===== src/rtl/pe_dot_ctrl.sv =====
// Sequencing controller for one dot-product job on the 32-lane int16 PE:
// streams buffer read addresses, tags operand beats and gates the accumulator.
module pe_dot_ctrl #(
  parameter int ADDR_W   = 8,
  parameter int LEN_W    = 16,
  parameter int PIPE_LAT = 2
) (
  input  logic              clk,
  input  logic              rst,
  input  logic              start,
  input  logic [LEN_W-1:0]  vec_len,
  input  logic [ADDR_W-1:0] neuron_base,
  input  logic [ADDR_W-1:0] weight_base,
  input  logic              pause,
  output logic              busy,
  output logic              nram_rd_en,
  output logic [ADDR_W-1:0] nram_addr,
  output logic              wram_rd_en,
  output logic [ADDR_W-1:0] wram_addr,
  output logic              pe_vld,
  output logic              acc_clr,
  output logic              acc_en,
  output logic              done
);

  typedef enum logic [1:0] {
    S_IDLE  = 2'd0,
    S_ISSUE = 2'd1,
    S_DRAIN = 2'd2,
    S_DONE  = 2'd3
  } state_t;

  localparam int SR_W  = PIPE_LAT + 1;
  localparam int CNT_W = 5;

  state_t             state;
  logic [LEN_W-1:0]   remaining;
  logic [CNT_W-1:0]   drain_cnt;
  logic [SR_W-1:0]    vld_sr;

  // Job sequencing; the first beat is issued straight from the acceptance edge
  // so that read enable appears one cycle after start.
  always_ff @(posedge clk) begin
    if (rst) begin
      state      <= S_IDLE;
      remaining  <= '0;
      drain_cnt  <= '0;
      busy       <= 1'b0;
      nram_rd_en <= 1'b0;
      nram_addr  <= '0;
      wram_addr  <= '0;
      acc_clr    <= 1'b0;
      done       <= 1'b0;
    end else begin
      acc_clr <= 1'b0;
      done    <= 1'b0;
      case (state)
        S_IDLE: begin
          if (start) begin
            busy    <= 1'b1;
            acc_clr <= 1'b1;
            if (vec_len != '0) begin
              nram_rd_en <= 1'b1;
              nram_addr  <= neuron_base;
              wram_addr  <= weight_base;
              remaining  <= vec_len - LEN_W'(1);
              state      <= S_ISSUE;
            end else begin
              drain_cnt <= CNT_W'(PIPE_LAT);
              state     <= S_DRAIN;
            end
          end
        end
        S_ISSUE: begin
          // remaining counts beats still to issue after the one now on the bus
          if (remaining == '0) begin
            nram_rd_en <= 1'b0;
            drain_cnt  <= CNT_W'(PIPE_LAT);
            state      <= S_DRAIN;
          end else if (pause) begin
            nram_rd_en <= 1'b0;
          end else begin
            nram_rd_en <= 1'b1;
            nram_addr  <= nram_addr + ADDR_W'(1);
            wram_addr  <= wram_addr + ADDR_W'(1);
            remaining  <= remaining - LEN_W'(1);
          end
        end
        S_DRAIN: begin
          if (drain_cnt == '0) begin
            done  <= 1'b1;
            state <= S_DONE;
          end else begin
            drain_cnt <= drain_cnt - CNT_W'(1);
          end
        end
        S_DONE: begin
          busy  <= 1'b0;
          state <= S_IDLE;
        end
        default: begin
          busy       <= 1'b0;
          nram_rd_en <= 1'b0;
          state      <= S_IDLE;
        end
      endcase
    end
  end

  // Beat-valid pipeline: bit 0 covers the buffer read, the rest the PE latency.
  always_ff @(posedge clk) begin
    if (rst) begin
      vld_sr <= '0;
    end else begin
      vld_sr <= {vld_sr[SR_W-2:0], nram_rd_en};
    end
  end

  assign wram_rd_en = nram_rd_en;
  assign pe_vld     = vld_sr[0];
  assign acc_en     = vld_sr[SR_W-1];

endmodule


===== config.mk =====
export PLATFORM = sky130hd
export DESIGN_NAME = pe_dot_ctrl
export DESIGN_NICKNAME = d
export VERILOG_FILES = /design/src/rtl/pe_dot_ctrl.sv
export SDC_FILE = /design/constraint.sdc
export NUM_CORES = 1
export LEC_CHECK = 0
export ABC_AREA = 1
export CAP_MARGIN = 20
export CORE_AREA = 2 2 79 81
export DETAILED_ROUTE_END_ITERATION = 10
export DIE_AREA = 0 0 81 83
export PLACE_DENSITY = 0.95
export SLEW_MARGIN = 20
export SYNTH_ARGS = -nofsm -noshare
export SYNTH_HDL_FRONTEND = slang
export SYNTH_SLANG_ARGS = --single-unit

===== constraint.sdc =====
create_clock -name clk -period 4.7 [get_ports clk]
set_input_delay 1.41 -clock clk [delete_from_list [all_inputs] [get_ports clk]]
set_output_delay 1.41 -clock clk [all_outputs]
set_load 0.02 [all_outputs]

==> qor.yml <==
critical_path:
  slowest_delay_ps: 680
  cp_max_fo: 23
  cp.arrival_ps: 3380
  cp_cell_sequence: "clkdlybuf4s50_1, nor2_1, nand2_1, nor2_1, nand2_1, a21oi_1, nor2_2, nand2_1, nand2_1, nor2_1"
  crit_path_top_delay_cell: "nor2_2"
  crit_buf_inv: 1
  required_ps: 4900
  crit_family: "simple AND/OR/NAND/NOR gates"
  crit_top_cell: "nand2_1"
  crit_path_end_kind: "flip-flop"
  path_class: "in2reg"
  cp-start-kind: "input pin"
global_routing:
  antenna_found_initial: 0
  grt_pass1_wl_um: 14200
  grt_pass1_vias: 3325
  grtUsageTotal_pct: 25.8
  grt_overflow_total: 0
  grt_max_degree: 42
logic_synthesis:
  netlist_area_um2: 3280
  synth_top_area_cell: "dfxtp_1"
  synthesis.nets: 627
  synth_edf_count: 0
  avgSynthCellArea_um2: 5.63
  synth_top_area_share_pct: 28.1
  yosysWarnings: 0
  synth_top_family_by_area: "simple AND/OR/NAND/NOR gates"
  synth_mux_area_share_pct: 0.610
  synth_area_leaders: "dfxtp_1 (28%), nand2_1 (26%), nor2_1 (13%)"
  synth_compound_area_share_pct: 5.84
  ys_seq_area_share_pct: 28.1
  netlist_instances: 582
  synth_adder_area_share_pct: 3.43
  synth-simple-area-share_pct: 49.4
  synthXorXnorAreaFrac_pct: 1.34
  synth_ff_type: "dfxtp_1"
  ys_ff_latch: 46
  ys_types: 29
  ys_async_sr_fraction_pct: 0
drt:
  antenna_left: 0
  post_drt_wl_per_cell_um: 12.3
  drc_errors: 0
  drt_pass1_iterations: 5
  routed_wl_um: 8660
  drt-initial-drc-count: 259
  via_per_inst: 5.30
  vias: 3737
cts:
  clockRootBuffer: "clkbuf_8"
  clock_sinks: 46
  clkTransAtPathRegs_ps: 90
  cts-buffers-inserted: 5
  clkLatencyLatePin_ps: 310
  htreeDepth: 2
  cts_tree: "yes"
  cts_max_path_buffers: 2
  post_cts_resize_count: 0
  hold_buffers: 0
  post-cts-setup-buffer-count: 0
sta:
  rsz0062_at_grt: "no"
  tightest_slew_ps: 958
  final.period_utilization_pct: 67.9
  finalCriticalPeriod_ps: 3190
  setup_violations: 0
  hold_viol_final: 0
  fin_worst_skew_ps: 11.2
  fin_ws_ps: 1510
  max_freq_ghz: 0.314
  fin_tns_setup_ps: 0
  hold_ws_ps: 413
  slew_headroom_pct: 36.1
  report.final.slew_viol_count: 0
floorplanning:
  initial_core_util_pct: 56.4
  core_area_um2: 5820
  die_w_um: 81
  rows: 28
  dieArea_um2: 6720
  pin_count: 59
  fp.dieH_um: 83
layout:
  synthToLayoutAreaGrowth_pct: 21.2
  drive_above_1_share_pct: 3.97
  instances_no_fill: 705
  ff_latch_area_um2: 921
  multi_input_area_um2: 1990
  nFillCells: 518
  nNetsFinal: 675
  diodes: 0
placed_design:
  portBuffers: 58
  dpl_worst_slack_ps: 1330
  numPlacedInstances: 698
  hpwl_um: 6190
  gp_routability_congestion: 0.983
pwr:
  irDropWorstVdd_mv: 0.328
  p_leak_nw: 1.98
  powerDensity_nw_per_um2: 614
flow_run:
  drv_cap: 0
status:
  status: "finished clean"
worst_hold_path:
  worstHoldPathType: "reg2reg"
## synthesized netlist by cell type, types with 4 or more instances
master	instances
nand4_1	9
dfxtp_1	46
o21bai_1	4
o21ai_0	10
nor2_1	111
ha_1	9
nand3_1	40
buf_2	8
a21oi_1	11
inv_1	67
clkbuf_1	6
nand2_2	4
nand2_1	224
## power breakdown
| group | switching (mW) | leakage [nW] | internal [mW] |
|---|---|---|---|
| Combinational | 0.917 | 1.54 | 0.516 |
| Clock | 0.136 | 0.0573 | 0.170 |
| Sequential | 0.154 | 0.379 | 0.546 |
| Total | 1.21 | 1.98 | 1.23 |
## registers in the layout (all words and copies together) (netlist names)
register / cells
done: 1
busy: 1
remaining: 16
nram_addr: 8
acc_clr: 1
vld_sr: 3
nram_rd_en: 1
state: 2
drain_cnt: 5
wram_addr: 8
## per-stage QoR
stage | util, % | power, mW | area [um2]
3_5_place_dp | 66.4 | 2.10 | 3860
6_report | 68.3 | 2.44 | 3970
4_1_cts | 68.3 | 2.42 | 3970
5_1_grt | 68.3 | 2.63 | 3970
3_3_place_gp | 66.4 | 2.04 | 3860
2_1_floorplan | - | 1.71 | 3280
## area by class of cell
class | instances | share of cell area, %
inverters | 70 | 6.61
multi-input cells | 447 | 50.0
flip-flops and latches | 46 | 23.2
clock buffers | 6 | 2.08
well taps | 75 | 2.36
clock inverters | 1 | 0.756
repair buffers | 60 | 15.0
## worst min-delay path: stages (launching register included)
cell and delay (ps):
dfxtp_1 310, inv_1 40, nor2_1 30
## layout by cell type, fill, tap and decap left out, drive strengths merged
cell type	netlist	final
a21oi	11	11
a31oi	1	1
buf	13	2
bufinv	0	1
clkbuf	6	6
clkdlybuf4s50	0	58
dfxtp	46	46
ha	9	9
inv	70	70
mux2i	2	2
nand2	228	228
nand3	42	42
nand3b	2	2
nand4	9	9
nor2	116	116
nor3	1	1
o21ai	14	14
o21bai	4	4
o31ai	3	3
xnor2	3	3
xor2	2	2
## final timing paths
kind | slack, ps | endpoint | from | cells after the start
setup reg to reg | 2210 | remaining[14]$_SDFFE_PP0P_ | state[1]$_SDFFE_PP0P_ | 13
hold reg to reg | 410 | vld_sr[2]$_SDFF_PP0_ | vld_sr[1]$_SDFF_PP0_ | 2
hold / removal | 410 | vld_sr[2]$_SDFF_PP0_ | vld_sr[1]$_SDFF_PP0_ | 2
setup / recovery | 1510 | remaining[0]$_SDFFE_PP0P_ | vec_len[1] | 10
## per-layer routing
| layer | routed length [um] | global-route usage (%) | vias up |
|---|---|---|---|
| met3 | 733 | 4.89 | 18 |
| met2 | 4220 | 45.8 | 197 |
| li1 | - | - | 1873 |
| met1 | 3570 | 31.1 | 1649 |
| met5 | 0 | 0 | - |
| met4 | 138 | 6.93 | 0 |
## cell families (layout without fill, tap and decap cells)
group,Yosys count,in the layout
AOI/OAI and AO/OA,33,33
xor gates and xnor gates,5,5
adders and majority gates,9,9
buffers and inverters,89,137
DFF,46,46
muxes,2,2
and+or+nand+nor,398,398
Note: power is estimated with default switching activity, not from simulation.
==> variant 1 (same settings) <==
The parameter `ADDR_W` goes from 8 to 7.
--- a/src/rtl/pe_dot_ctrl.sv
+++ b/src/rtl/pe_dot_ctrl.sv
@@ -1,7 +1,7 @@
 // Sequencing controller for one dot-product job on the 32-lane int16 PE:
 // streams buffer read addresses, tags operand beats and gates the accumulator.
 module pe_dot_ctrl #(
-  parameter int ADDR_W   = 8,
+  parameter int ADDR_W   = 7,
   parameter int LEN_W    = 16,
   parameter int PIPE_LAT = 2
 ) (
Ports: changed (resized neuron_base, nram_addr, weight_base and wram_addr); port bits go from 59 to 55. The function was not compared with the original's and may differ.
==> variant 1 against the unedited design <==
- global-route usage is 0.98 points lower
- clock skew hardly changed
- routed wire length is 7.9% lower
- non-clock buffer count shrank 4
- cell area shrank 4.0%
- worst hold slack better by 0.0013 ns
- area after synthesis decreased by 2.2%
- worst setup slack worse by 0.061 ns
- sequential cell count decreased by 2
- total power shrank 0.64%
- critical path depth rose by 1
- critical endpoint unchanged
==> variant 1: results (changes against the unedited design) <==
status finished, final reports clean (unchanged); DP Worst Slack 1.191 ns (was 1.331 ns); sequential share of the synthesized area 27.47% (was 28.08%); synth cell count leaders nand2_1 (214), nor2_1 (98), inv_1 (62) (was nand2_1 (224), nor2_1 (111), inv_1 (67)); Yosys cell types 31 (was 29); first-pass GRT wire length 13770 µm (was 14160 µm); pin count of the biggest net entering global routing 37 (was 42); post-synthesis mux area share 0.6243% (was 0.6105%); seq pwr 641 µW (was 700 µW); Final #Nets 642 (was 675); Area contributors post-synth dfxtp_1 (27%), nand2_1 (25%), nor2_1 (11%), inv_1 (7.3%), nand3_1 (5.5%) (was dfxtp_1 (28%), nand2_1 (26%), nor2_1 (13%), inv_1 (7.7%), nand3_1 (6.1%)); Regs by FF count remaining (16), nram_addr (7), wram_addr (7) (was remaining (16), nram_addr (8), wram_addr (8)); Post-Place Cells 667 (was 698); Placement Cell Area 0.003727 mm² (was 0.003861 mm²); XOR/XNOR Fraction of Synth Area 1.092% (was 1.335%); Critical Path AT 3.46 ns (was 3.38 ns); Clock power frac 10.0% (was 12.6%); met2 Resource Use GR 43.43% (was 45.76%); vias in the first global route 3362 (was 3325); GPL Wtd Cong 0.8976 (was 0.9826); Post-Syn Nets 596 (was 627); CP max FO 31 (was 23); P_int 1.161 mW (was 1.232 mW); dpl hpwl 5880 µm (was 6187 µm); slew margin rel. 36.85% (was 36.06%); met2 WL 3896 µm (was 4220 µm); worst reg2reg setup slack 1.82 ns (was 2.21 ns); gr usage total 24.78% (was 25.77%); Clock Skews 0.01147 ns (was 0.01123 ns); GR met1 Demand/Resource 29.20% (was 31.12%); VDD IR max 0.4017 mV (was 0.3276 mV)
variant 1: changes by cell type in the layout (fill, tap and decap cells not counted), sizes merged, moves of 3 or more:
| cell | delta |
|---|---|
| a21oi | -4 |
| clkdlybuf4s50 | -4 |
| clkinv | +4 |
| inv | -5 |
| nand3 | -4 |
| nor2 | -10 |
| o21ai | +5 |
| o21bai | -4 |
| o31ai | -3 |
| or2 | +3 |
variant 1: area by class of cell:
cell class                      instances  area, µm²
Sequential cell                        44      880.8
Clock buffer                            5      68.82
Inverter                               66      247.7
Fill cell                             532       2001
Tap cell                               75      93.84
Multi-Input combinational cell        426       1949
Clock inverter                          3      18.77
Timing Repair Buffer                   56      555.5
variant 1: worst reg2reg max path: cells and delay by family, from the launching register on:
| kind | cells | cell delay, ns |
|---|---|---|
| AND/OR/NAND/NOR | 7 | 0.90 |
| flip-flops | 1 | 0.35 |
| adder cells (fa/ha/maj) | 2 | 0.64 |
| AO/OA/AOI/OAI | 1 | 0.31 |
| buffers and inverters | 3 | 0.58 |
==> variant 2 (same settings) <==
Without the edit above. Re-encode `state_t` (4 states) as one-hot, 4 bits wide.
--- a/src/rtl/pe_dot_ctrl.sv
+++ b/src/rtl/pe_dot_ctrl.sv
@@ -23,11 +23,11 @@
   output logic              done
 );
 
-  typedef enum logic [1:0] {
-    S_IDLE  = 2'd0,
-    S_ISSUE = 2'd1,
-    S_DRAIN = 2'd2,
-    S_DONE  = 2'd3
+  typedef enum logic [3:0] {
+    S_IDLE  = 4'b0001,
+    S_ISSUE = 4'b0010,
+    S_DRAIN = 4'b0100,
+    S_DONE  = 4'b1000
   } state_t;
 
   localparam int SR_W  = PIPE_LAT + 1;
Function: no difference found for any inputs over 4 cycles, from zero or initial values and one cycle with rst high; so few cycles prove little.
==> variant 2 against the unedited design <==
- highest routed layer unchanged
- worst setup slack improved by 0.11 ns
- sequential cell count rose by 2
- count of clock-buffer cells in the layout rose by 1
- utilization fell by 4.9 points
- register-to-register slack got worse by 0.15 ns
- total power fell by 28%
- cell count fell by 12%
- area after synthesis fell by 8.0%
- cell area fell by 7.2%
- routed wire length fell by 5.6%
- synthesized cell count fell by 15%
==> variant 2: results (changes against the unedited design) <==
gr usage total 25.35% (was 25.77%); Final #Nets 584 (was 675); dpl hpwl 6014 µm (was 6187 µm); leakage 1.707 nW (was 1.977 nW); VDD IR max 0.2583 mV (was 0.3276 mV); total CTS buffers 5 (unchanged); Clock Skews 0.009592 ns (was 0.01123 ns); CP Launch Point rst (was vec_len[1]); ANT cells 0 (unchanged); First-pass DRT Iterations 7 (was 5); layout cells sized above 1 3.860% (was 3.968%); Placement Cell Area 0.003595 mm² (was 0.003861 mm²); GPL Wtd Cong 0.9665 (was 0.9826); H-tree Lvls 2 (unchanged); sequential share of the synthesized area 31.85% (was 28.08%); Yosys cell types 30 (was 29); Post-Syn Nets 538 (was 627); first-pass GRT wire length 13920 µm (was 14160 µm); Area contributors post-synth dfxtp_1 (32%), nand2_1 (15%), nor2_1 (10%), inv_1 (8.0%), o21ai_0 (7.1%) (was dfxtp_1 (28%), nand2_1 (26%), nor2_1 (13%), inv_1 (7.7%), nand3_1 (6.1%)); buffers added on ports 58 (unchanged); routed wire length 8181 µm (was 8662 µm); filler instances 537 (was 518); vias in the first global route 3321 (was 3325); status finished, final reports clean (unchanged); vias per inst 5.467 (was 5.301); Critical Path AT 3.34 ns (was 3.38 ns); pin count of the biggest net entering global routing 47 (was 42); initial antenna violation count 0 (unchanged); synth cell count leaders nand2_1 (118), nor2_1 (81), inv_1 (64) (was nand2_1 (224), nor2_1 (111), inv_1 (67)); drt first-iter violations 184 (was 259); slew margin rel. 43.76% (was 36.06%); CP max FO 33 (was 23); register area 960.9 µm² (was 920.9 µm²)
[variant 2: cells by family (layout without fill, tap and decap cells)]
| family | after synthesis | in the layout | share of synthesized area [%] |
|---|---|---|---|
| and+or+nand+nor | 264 | 264 | 37.20 |
| DFF | 48 | 48 | 31.85 |
| xor gates and xnor gates | 9 | 9 | 2.613 |
| AOI/OAI and AO/OA | 83 | 83 | 14.14 |
| muxes | 1 | 1 | 0.3318 |
| adders and majority gates | 5 | 5 | 2.074 |
| buffers and inverters | 87 | 134 | 11.78 |
[variant 2: worst paths after layout]
kind,to,slack (ns),cells after the start
worst max-delay path,remaining[5],1.62,6
worst min register to register,vld_sr[2],0.40,2
worst max register to register,remaining[2],2.06,9
worst min-delay path,vld_sr[2],0.40,2
[variant 2: stage by stage]
| stage | setup slack [ns] | std cells |
|---|---|---|
| after floorplan | 2.219 | 497 |
| after global placement | 1.420 | 611 |
| after detailed placement | 1.355 | 611 |
| after CTS | 1.664 | 619 |
| after global routing | 1.369 | 619 |
| final | 1.619 | 619 |
[variant 2: worst max-delay path: stages]
cell and delay (ns):
clkdlybuf4s50_1 0.68, inv_1 0.76, o21ai_0 0.26, inv_1 0.10
o21ai_1 0.06, inv_1 0.07
[variant 2: cell type report]
type	instances	area share (%)
multi-input cells	362	46.10
flip-flops and latches	48	26.05
repair buffers	59	15.94
inverters	67	6.818
well taps	75	2.544
clock buffers	7	2.341
clock inverters	1	0.2035
[variant 2: per-layer routing]
layer  GRT usage [%]  wire length, µm
met5               0                0
met4           11.86              274
met3           4.674              577
met2           43.13             4014
met1           30.22             3314
[variant 2: power breakdown]
part	total [mW]	internal (mW)	leakage [nW]	switching, mW
Combinational	0.837	0.315	1.27	0.522
Sequential	0.646	0.528	0.395	0.118
Clock	0.262	0.120	0.0445	0.142
Total	1.75	0.963	1.71	0.782
